**config.mk**
```make
export PLATFORM = sky130hd
export DESIGN_NAME = jtframe_dump_ctl
export DESIGN_NICKNAME = d
export VERILOG_FILES = /design/src/rtl/jtframe_dump_ctl.sv
export SDC_FILE = /design/constraint.sdc
export NUM_CORES = 1
export LEC_CHECK = 0
export CAP_MARGIN = 20
export CORE_ASPECT_RATIO = 0.7
export CORE_MARGIN = 2
export CORE_UTILIZATION = 35
export CTS_BUF_LIST = sky130_fd_sc_hd__clkbuf_16
export DETAILED_ROUTE_END_ITERATION = 10
export DONT_BUFFER_PORTS = 1
export PLACE_DENSITY = 0.61
export SETUP_SLACK_MARGIN = 0.1
export SLEW_MARGIN = 20
export SYNTH_ARGS = -nofsm -noshare
export SYNTH_HDL_FRONTEND = slang
export SYNTH_SLANG_ARGS = --single-unit
```
**constraint.sdc**
```tcl
create_clock -name clk -period 3.8 [get_ports clk]
set_input_delay 0 -clock clk [delete_from_list [all_inputs] [get_ports clk]]
set_output_delay 0 -clock clk [all_outputs]
set_load 0.03 [all_outputs]
```
**src/rtl/jtframe_dump_ctl.sv**
```systemverilog
// Dump window scheduler: counts frames on the vs falling edge and opens a
// dump window of programmable length at a chosen frame or after a trigger.
module jtframe_dump_ctl #(
  parameter int CNTW = 32,
  parameter int LENW = 16
) (
  input  logic            clk,
  input  logic            rst,
  input  logic            vs,
  input  logic            arm,
  input  logic            abort,
  input  logic [CNTW-1:0] start_frame,
  input  logic [LENW-1:0] frame_len,
  input  logic            trig_en,
  input  logic            trig,
  output logic [CNTW-1:0] frame_cnt,
  output logic            dump_en,
  output logic            dump_on,
  output logic            dump_off,
  output logic            armed,
  output logic            done
);

  // state  | meaning
  // IDLE   | no window configured
  // ARMED  | configuration latched, waiting for start frame or trigger
  // ACTIVE | window open, dump_en high
  // DONE   | window closed, waiting for a new arm
  typedef enum logic [1:0] {S_IDLE, S_ARMED, S_ACTIVE, S_DONE} state_t;

  state_t          state, state_nx;
  logic            vs_l, trig_l;
  logic            fall, rise, start;
  logic [CNTW-1:0] start_frame_l;
  logic [LENW-1:0] frame_len_l;
  logic            trig_en_l;
  logic            trig_seen, trig_seen_nx;
  logic [LENW-1:0] win_cnt, win_cnt_nx;
  logic [LENW:0]   win_inc;
  logic            latch;
  logic            dump_en_nx, dump_on_nx, dump_off_nx;

  assign fall    = vs_l & ~vs;
  assign rise    = trig & ~trig_l;
  assign start   = fall & (trig_en_l ? (trig_seen | rise) : (frame_cnt == start_frame_l));
  assign win_inc = {1'b0, win_cnt} + 1'b1;
  assign armed   = (state == S_ARMED);
  assign done    = (state == S_DONE);

  always_comb begin
    state_nx     = state;
    dump_en_nx   = dump_en;
    dump_on_nx   = 1'b0;
    dump_off_nx  = 1'b0;
    win_cnt_nx   = win_cnt;
    trig_seen_nx = trig_seen;
    latch        = 1'b0;
    case (state)
      S_IDLE, S_DONE: begin
        if (arm && !abort) begin
          latch        = 1'b1;
          trig_seen_nx = 1'b0;
          win_cnt_nx   = '0;
          state_nx     = S_ARMED;
        end
      end
      S_ARMED: begin
        trig_seen_nx = trig_seen | rise;
        if (abort) begin
          state_nx = S_IDLE;
        end else if (start) begin
          state_nx   = S_ACTIVE;
          dump_en_nx = 1'b1;
          dump_on_nx = 1'b1;
          win_cnt_nx = '0;
        end
      end
      S_ACTIVE: begin
        if (abort) begin
          state_nx    = S_DONE;
          dump_en_nx  = 1'b0;
          dump_off_nx = 1'b1;
        end else if (fall) begin
          if (frame_len_l != '0 && win_inc == {1'b0, frame_len_l}) begin
            state_nx    = S_DONE;
            dump_en_nx  = 1'b0;
            dump_off_nx = 1'b1;
          end
          // unlimited windows park the counter at all-ones
          if (win_cnt != '1) win_cnt_nx = win_inc[LENW-1:0];
        end
      end
      default: state_nx = S_IDLE;
    endcase
  end

  always_ff @(posedge clk) begin
    if (rst) begin
      state         <= S_IDLE;
      vs_l          <= 1'b1;
      trig_l        <= 1'b0;
      frame_cnt     <= '0;
      start_frame_l <= '0;
      frame_len_l   <= '0;
      trig_en_l     <= 1'b0;
      trig_seen     <= 1'b0;
      win_cnt       <= '0;
      dump_en       <= 1'b0;
      dump_on       <= 1'b0;
      dump_off      <= 1'b0;
    end else begin
      state     <= state_nx;
      vs_l      <= vs;
      trig_l    <= trig;
      trig_seen <= trig_seen_nx;
      win_cnt   <= win_cnt_nx;
      dump_en   <= dump_en_nx;
      dump_on   <= dump_on_nx;
      dump_off  <= dump_off_nx;
      if (fall) frame_cnt <= frame_cnt + 1'b1;
      if (latch) begin
        start_frame_l <= start_frame;
        frame_len_l   <= frame_len;
        trig_en_l     <= trig_en;
      end
    end
  end

endmodule

```
==> results of run 1 <==
==> kinds of logic (layout without fill, tap and decap cells) <==
kind of cell | after synthesis | in the layout | share of synthesized area
adder cells (fa/ha/maj) | 6 | 6 | 0.0140
AO/OA/AOI/OAI | 132 | 132 | 0.146
AND/OR/NAND/NOR | 301 | 301 | 0.270
XOR/XNOR | 79 | 79 | 0.129
buffers and inverters | 49 | 85 | 0.0415
flip-flops | 105 | 105 | 0.392
multiplexers | 4 | 4 | 0.00816
==> worst max-delay path by stage <==
stage | start | end | slack [ns] | cells past startpoint
floorplan | frame_cnt[0] | frame_cnt[30] | 1.39 | 8
global placement | frame_cnt[3] | frame_cnt[31] | 0.93 | 7
detailed placement | frame_cnt[3] | frame_cnt[31] | 0.86 | 7
CTS | frame_cnt[3] | frame_cnt[31] | 0.83 | 7
global route | frame_cnt[3] | frame_cnt[31] | 0.52 | 7
finish | frame_cnt[3] | frame_cnt[31] | 0.80 | 7
==> synthesized netlist by cell type, types with 9 or more instances <==
cell type	n	area, µm²
dfxtp_1	105	2100
nand2_1	126	473
clkbuf_1	27	101
inv_1	11	41.3
xor2_1	27	236
o21ai_0	24	120
nand3_1	22	110
xnor2_1	52	455
nor4_1	9	56.3
a21oi_1	73	365
o21a_1	9	67.6
nand4_1	33	206
nor2_1	56	210
==> stage by stage <==
step                hold WS [ns]  power [mW]
finish                    0.0232        2.71
global route              0.0385        2.84
CTS                      0.00592        2.73
detailed placement        0.0970        1.65
global placement          0.0942        1.64
floorplan                  0.107        1.55
==> critical path, stage by stage, from the launching register on <==
cell,delay (ns)
dfxtp_1,0.67
nand3_1,0.24
nor4_1,0.69
nand2b_1,0.31
nor3_1,0.45
nand4_1,0.25
xor2_1,0.20
nor2_1,0.05
==> repair_timing <==
| item | in CTS | in global routing |
|---|---|---|
| setup endpoints to repair | 0 | 0 |
| hold endpoints to repair | 105 | 0 |
| hold buffers | 53 | 0 |
==> layer usage <==
layer,track usage,vias to the layer above,wire [µm]
met5,0,-,0
met4,0.0481,0,208
met3,0.0479,17,1170
met2,0.275,181,6230
met1,0.274,2354,7450
li1,-,2395,-
==> registers in the layout, indices dropped and copies added (netlist names) <==
register / count
frame_cnt: 32
start_frame_l: 32
frame_len_l: 16
win_cnt: 16
state: 2
dump_en: 1
dump_off: 1
dump_on: 1
trig_en_l: 1
trig_l: 1
trig_seen: 1
vs_l: 1
==> power by group <==
group,total [mW],switching [mW],internal (mW)
combinational,0.487,0.300,0.187
sequential,1.22,0.0583,1.16
clock,1.00,0.425,0.579
==> cell type report <==
cell class	count	share of cell area
clock buffer	9	0.0354
sequential	105	0.330
multi-input combinational	522	0.480
inverter	11	0.00648
tap	195	0.0383
timing repair buffer	58	0.0951
clock inverter	7	0.0147
==> flow_summary.json, run 1 <==
{
  "rsz0062_at_grt": "false",
  "mostFrequentLayoutCells": "nand2_1 (126), dfxtp_1 (105), a21oi_1 (73)",
  "tritoncts.num_buffers": 9,
  "final-max-slew-violation-count": 0,
  "cts_root_buf": "clkbuf_16",
  "power.leakage_nw": 2.16,
  "post-route-drc-count": 0,
  "finalSetupViolations": 0,
  "timing.reg2reg.setup_slack_ns": 0.80,
  "grt_start_max_net_pins": 109,
  "ff2ff_path_depth": 7,
  "wire_length_of_the_first_global_routing_pass_mm": 24.5,
  "synthDistinctLibCells": 59,
  "placement.io_buffers": 0,
  "final_routed_wirelength_across_all_metal_layers_mm": 15.1,
  "synth_top_flop_cell": "dfxtp_1",
  "synthesis.yosys.warnings": 0,
  "worstPathMaxFanout": 6,
  "grt_use_total": 0.188,
  "fin_cells": 907,
  "grt-ovfl-total": 0,
  "nFillCells": 1457,
  "hold_path.startpoint": "vs",
  "ys_ff_latch": 105,
  "worst_setup_path_end_kind": "register",
  "number_of_hold_violations_in_the_final_report": 0,
  "number_of_detailed_route_iterations_in_the_first_pass": 5,
  "timing.max_cap.violations": 0,
  "first_global_vias": 4666,
  "least_margin_pin_slew_ns": 0.898,
  "floorplan.initialDensity": 0.361,
  "commonest_non_fill_non_tap_cell_in_the_layout": "nand2_1",
  "chipHeight_um": 108,
  "cts_sinks": 105,
  "asr_flop_ratio_synth": 0,
  "drt.antenna.violating_nets": 0,
  "wl_per_cell_um": 16.6,
  "detail_route.iter0.violations": 374,
  "clk-insertion-delay-late_ns": 0.36,
  "cts_tree": "done",
  "grt_antenna_before_repair": 0,
  "timing.max_slew.rel_slack": 0.398,
  "htree_levels": 3,
  "layout-drive-gt1-share": 0.0548,
  "post-route-cell-area_um2": 6370,
  "viasPerCell": 5.45,
  "arrival_ns": 3.23,
  "fp.dieW_um": 152,
  "pre_cts_ws_ns": 0.861,
  "clock_path_buffers": 2,
  "max_clock_freq_mhz": 334,
  "placed_cells": 837,
  "nNetsFinal": 768,
  "ir_worst_vdd_uv": 291,
  "synthesis.area_um2": 5370,
  "area_growth_syn_to_layout_pct": 18.6,
  "outcome": "complete, no violations",
  "vias": 4947,
  "area_used_by_multi_input_combinational_logic_um2": 3060,
  "n_antenna_cell": 0,
  "synth.yosys.seq_area_share": 0.392,
  "worstReg2RegStart": "frame_cnt[3]",
  "synth-edff-count": 0,
  "crit_type": "reg -> reg",
  "post_synth.cell_area_avg_um2": 7.94,
  "dpl_cell_area_um2": 5470,
  "postCtsSetupRepairBufs": 0,
  "gp_congestion": 0.884,
  "hold_end": "frame_cnt[6]",
  "io-pin-count": 92,
  "power_density_nw_per_um2": 425,
  "synth_cells": 676,
  "die_area_um2": 16400,
  "final_period_minus_worst_setup_slack_ns": 3.00,
  "floorplan.rows": 37,
  "worst_hold_path.num_cells": 4,
  "timing.setup.tns_ns": 0,
  "fin_util": 0.429,
  "worst-endpoint-required_ns": 4.03,
  "dp.final_hpwl_mm": 10.7,
  "post-route-worst-setup-slack_ns": 0.802,
  "post_cts_resize_count": 0,
  "path_clk_slew_ns": 0.07,
  "sequential_cell_area_um2": 2100,
  "regToRegEndpoint": "frame_cnt[31]",
  "placeableCoreArea_um2": 14900,
  "skew_ns": 0.00863,
  "final_min_period_over_clock_period": 0.789,
  "mappedNetlistNets": 737,
  "timing.critical_path.from_type": "register",
  "hold_path_class": "in -> reg"
}
No activity file was read; power rests on OpenSTA's default activity.
==> run 2, diff against run 1 <==
Settings changed: PLACE_DENSITY 0.61 to 0.63.
Clock period 3.8 ns to 2.4 ns, I/O delays scaled along.
==> run 2 against run 1 <==
  * Power is 59% higher
  * Sequential share of layout area decreased by 2.5 points
  * Clock power grew 51%
  * Global-route usage is 0.30 points higher
  * Clock skew hardly changed
  * Count of clock-buffer cells in the layout is the same
  * Sequential cell count did not move
  * Final area grew 8.9%
  * Maximum frequency up 30%
  * Largest cell class unchanged
==> flow_summary.json, run 2 (same netlist as run 1, synthesis figures left out) <==
{
  "nFillCells": 1436,
  "finalSetupViolations": 0,
  "power_mw": 4.30,
  "fp.dieW_um": 152,
  "max_clock_freq_mhz": 432,
  "grt_antenna_before_repair": 0,
  "commonest_non_fill_non_tap_cell_in_the_layout": "nand2_1",
  "timing.critical_path.from_type": "register",
  "die_area_um2": 16400,
  "floorplan.rows": 37,
  "dp.final_hpwl_mm": 11.0,
  "placement.io_buffers": 0,
  "least_margin_pin_slew_ns": 0.459,
  "power.leakage_nw": 2.53,
  "grt_use_total": 0.191,
  "floorplan.initialDensity": 0.361,
  "final_period_minus_worst_setup_slack_ns": 2.31,
  "postCtsSetupRepairBufs": 0,
  "grt_start_max_net_pins": 109,
  "placeableCoreArea_um2": 14900,
  "viasPerCell": 5.27,
  "post-route-drc-count": 0,
  "timing.max_slew.rel_slack": 0.692,
  "io-pin-count": 92,
  "number_of_detailed_route_iterations_in_the_first_pass": 4,
  "post-route-cell-area_um2": 6930,
  "clock_path_buffers": 2,
  "n_antenna_cell": 0,
  "clk-insertion-delay-late_ns": 0.35,
  "path_clk_slew_ns": 0.07,
  "cp_slowest_cell": "mux2_2",
  "outcome": "complete, no violations",
  "mostFrequentLayoutCells": "nand2_1 (126), dfxtp_1 (92), a21oi_1 (73)",
  "htree_levels": 3,
  "crit_type": "reg -> reg",
  "nNetsFinal": 830,
  "slowest_delay_ns": 0.36,
  "final_routed_wirelength_across_all_metal_layers_mm": 15.5,
  "arrival_ns": 2.55,
  "reg_top3": "frame_cnt (32), start_frame_l (32)",
  "final_min_period_over_clock_period": 0.964,
  "grt-ovfl-total": 0,
  "wire_length_of_the_first_global_routing_pass_mm": 24.8,
  "rsz0062_at_grt": "true",
  "ir_worst_vdd_uv": 390,
  "hold_path_class": "in -> reg",
  "wl_per_cell_um": 16.0,
  "first_global_vias": 4640,
  "dpl_cell_area_um2": 5980,
  "number_of_hold_violations_in_the_final_report": 0,
  "cts_root_buf": "clkbuf_16",
  "layout-drive-gt1-share": 0.160,
  "skew_ns": 0.00835,
  "detail_route.iter0.violations": 417,
  "gp_congestion": 0.948,
  "worst-endpoint-required_ns": 2.64,
  "final-max-slew-violation-count": 0,
  "tritoncts.num_buffers": 9,
  "vias": 5107,
  "drt.antenna.violating_nets": 0,
  "fin_util": 0.467,
  "cts_tree": "done",
  "cts_sinks": 105,
  "worst_setup_path_end_kind": "register",
  "critical_path.cell_chain": "ha_4 -> buf_4 -> nand2b_1 -> and3b_1 -> a211oi_1 -> a2111o_1 -> o41ai_2 -> a32oi_2 -> mux2_2",
  "power_density_nw_per_um2": 621,
  "area_growth_syn_to_layout_pct": 29.1,
  "timing.max_cap.violations": 0,
  "chipHeight_um": 108,
  "worstPathMaxFanout": 4
}
## run 2: cell type report
cell class                 instances  area, µm²  area share
sequential                       105       2120       0.306
clock inverter                     7       75.1      0.0108
multi-input combinational        522       3150       0.455
tap                              195        244      0.0352
inverter                          11       41.3     0.00596
clock buffer                       9        225      0.0325
timing repair buffer             120       1080       0.155
## run 2: timing repair
item                                    in CTS  in global routing
hold endpoints to repair                   105                  0
hold buffers                                53                  0
resized for setup                           12                 13
endpoints found under the setup margin       3                 21
pin swaps                                    3                  3
## run 2: stage by stage
step | setup TNS, ns | hold WS, ns | instances | worst slack (ns)
6_report | 0 | 0.0383 | 969 | 0.0860
5_1_grt | 0 | 0.0452 | 969 | 0.00728
4_1_cts | 0 | 0.0247 | 969 | 0.111
3_5_place_dp | 0 | 0.0929 | 900 | 0.0197
3_3_place_gp | -0.0102 | 0.0952 | 900 | -0.0102
2_1_floorplan | 0 | 0.107 | 676 | 0.101
## run 2: path summary, 6_finish.rpt
check | from | endpoint | slack, ns | depth (start not counted)
min | vs | frame_cnt[6] | 0.04 | 4
max reg2reg | win_cnt[1] | state[0] | 0.09 | 9
max | win_cnt[1] | state[0] | 0.09 | 9
min reg2reg | start_frame_l[29] | start_frame_l[29] | 0.47 | 2
## run 2: per-layer routing
layer | track usage | routed length (µm) | vias up
met5 | 0 | 0 | -
met4 | 0.0447 | 140 | 0
met3 | 0.0560 | 1230 | 10
met2 | 0.267 | 6200 | 186
met1 | 0.285 | 7970 | 2392
li1 | - | - | 2519
## run 2: power breakdown
part           internal (mW)  total, mW  switching, mW  leakage (nW)
combinational          0.356      0.871          0.515          1.53
sequential              1.84       1.92         0.0852         0.858
clock                  0.819       1.51          0.694         0.146
## run 2: critical path: cells and delay by family (launching register included)
family	cells	cell delay, ns
AO/OA/AOI/OAI	4	0.87
multiplexers	1	0.36
flip-flops	1	0.34
AND/OR/NAND/NOR	2	0.32
adder cells (fa/ha/maj)	1	0.17
buffers and inverters	1	0.14
==> run 3, diff against run 2 <==
==> constraint.sdc (replaced) <==
create_clock -name clk -period 2.4 [get_ports clk]
set_input_delay 0.24 -clock clk [delete_from_list [all_inputs] [get_ports clk]]
set_output_delay 0.24 -clock clk [all_outputs]
set_load 0.03 [all_outputs]
==> run 3 against run 2 <==
  * Utilization decreased by 1.3 points
  * Count of clock-buffer cells in the layout is the same
  * Global-route usage is 0.60 points higher
  * Non-clock buffer count shrank 28
  * Largest cell class unchanged
  * Via count decreased by 2.0%
  * Combinational power grew 3.4%
  * Clock skew is 0.0013 ns higher
  * Sequential share of layout area increased by 0.90 points
  * Sequential power hardly changed
  * Wire length rose by 0.79%
==> flow_summary.json, run 3 (same netlist as run 1, synthesis figures left out) <==
{
  "cts_tree": "done",
  "floorplan.initialDensity": 0.361,
  "tritoncts.num_buffers": 9,
  "skew_ns": 0.00968,
  "path_clk_slew_ns": 0.07,
  "area_growth_syn_to_layout_pct": 25.7,
  "wire_length_of_the_first_global_routing_pass_mm": 25.2,
  "mostFrequentLayoutCells": "nand2_1 (125), dfxtp_1 (91), a21oi_1 (73)",
  "least_margin_pin_slew_ns": 0.468,
  "gp_congestion": 0.947,
  "commonest_non_fill_non_tap_cell_in_the_layout": "nand2_1",
  "power.leakage_nw": 2.47,
  "hold_path_class": "in -> reg",
  "timing.setup.tns_ns": 0,
  "placeableCoreArea_um2": 14900,
  "grt-ovfl-total": 0,
  "nNetsFinal": 802,
  "reg_top3": "frame_cnt (32), start_frame_l (32)",
  "timing.critical_path.from_type": "register",
  "htree_levels": 3,
  "placement.io_buffers": 0,
  "chipHeight_um": 108,
  "power_mw": 4.36,
  "cts_root_buf": "clkbuf_16",
  "vias": 5004,
  "timing.max_cap.violations": 0,
  "power_density_nw_per_um2": 646,
  "nFillCells": 1456,
  "holdWs_ns": 0.0108,
  "clock_path_buffers": 2,
  "placed_cells": 899,
  "worstPathMaxFanout": 4,
  "final_period_minus_worst_setup_slack_ns": 2.31,
  "max_clock_freq_mhz": 433,
  "final_min_period_over_clock_period": 0.963,
  "grt_start_max_net_pins": 85,
  "clk-insertion-delay-late_ns": 0.36,
  "number_of_detailed_route_iterations_in_the_first_pass": 5,
  "fin_cells": 941,
  "finalSetupViolations": 0,
  "io-pin-count": 92,
  "worst_setup_path_end_kind": "register",
  "outcome": "complete, no violations",
  "n_antenna_cell": 0,
  "first_global_vias": 4560,
  "cts_sinks": 105,
  "arrival_ns": 2.56,
  "dp.final_hpwl_mm": 11.0,
  "number_of_hold_violations_in_the_final_report": 0,
  "die_area_um2": 16400,
  "post-route-drc-count": 0,
  "detail_route.iter0.violations": 361,
  "fin_util": 0.454,
  "grt_antenna_before_repair": 0,
  "layout-drive-gt1-share": 0.184,
  "viasPerCell": 5.32,
  "timing.max_slew.rel_slack": 0.686,
  "worst-endpoint-required_ns": 2.65,
  "crit_type": "reg -> reg",
  "final-max-slew-violation-count": 0,
  "final_routed_wirelength_across_all_metal_layers_mm": 15.7,
  "fp.dieW_um": 152,
  "drt.antenna.violating_nets": 0,
  "ir_worst_vdd_uv": 438,
  "rsz0062_at_grt": "true",
  "wl_per_cell_um": 16.6,
  "floorplan.rows": 37,
  "grt_use_total": 0.197
}
run 3: final cells by class:
| type | instances | area, µm² | area share |
|---|---|---|---|
| Clock inverter | 7 | 77.6 | 0.0115 |
| Inverter | 11 | 41.3 | 0.00612 |
| Clock buffer | 9 | 225 | 0.0334 |
| Timing Repair Buffer | 92 | 818 | 0.121 |
| Multi-Input combinational cell | 522 | 3220 | 0.477 |
| Sequential cell | 105 | 2120 | 0.315 |
| Tap cell | 195 | 244 | 0.0362 |
run 3: worst paths after layout:
| kind | slack (ns) | depth (start not counted) | to | from |
|---|---|---|---|---|
| max | 0.09 | 9 | state[1] | win_cnt[1] |
| min | 0.01 | 2 | frame_len_l[7] | frame_len[7] |
| max reg2reg | 0.09 | 9 | state[1] | win_cnt[1] |
| min reg2reg | 0.47 | 2 | start_frame_l[8] | start_frame_l[8] |
run 3: per-stage QoR:
step / setup slack [ns] / area, µm²
floorplan: 0.101 / 5370
global placement: -0.0251 / 5990
detailed placement: 0.0110 / 5990
CTS: 0.100 / 6610
global route: -0.00647 / 6750
finish: 0.0898 / 6750
run 3: report_power, final:
| group | total (mW) | internal [mW] | switching, mW |
|---|---|---|---|
| sequential | 1.92 | 1.83 | 0.0866 |
| clock | 1.54 | 0.819 | 0.718 |
| combinational | 0.901 | 0.384 | 0.517 |
run 3: routing by layer:
layer  wire (µm)  GRT usage  part of all wire  vias to the layer above
li1            -          -                 -                     2470
met1        8260      0.308              0.53                     2375
met2        6060      0.253              0.39                      144
met3        1120     0.0523             0.071                       15
met4         227     0.0628             0.014                        0
met5           0          0                 0                        -
run 3: timing repair:
action | CTS | global route
endpoints found under the setup margin | 4 | 37
resized for setup | 13 | 29
setup buffers | 1 | 1
hold buffers | 23 | 1
pin swaps | 4 | 7
hold endpoints to repair | 102 | 1
run 3: critical path, cell delays in order, from the launching register on:
cell and delay (ns):
dfxtp_2 0.34, ha_4 0.17, buf_4 0.14, nand2b_1 0.14, and3b_1 0.18, a211oi_1 0.27
a2111o_1 0.23, o41ai_2 0.08, a32oi_1 0.29, mux2_2 0.37
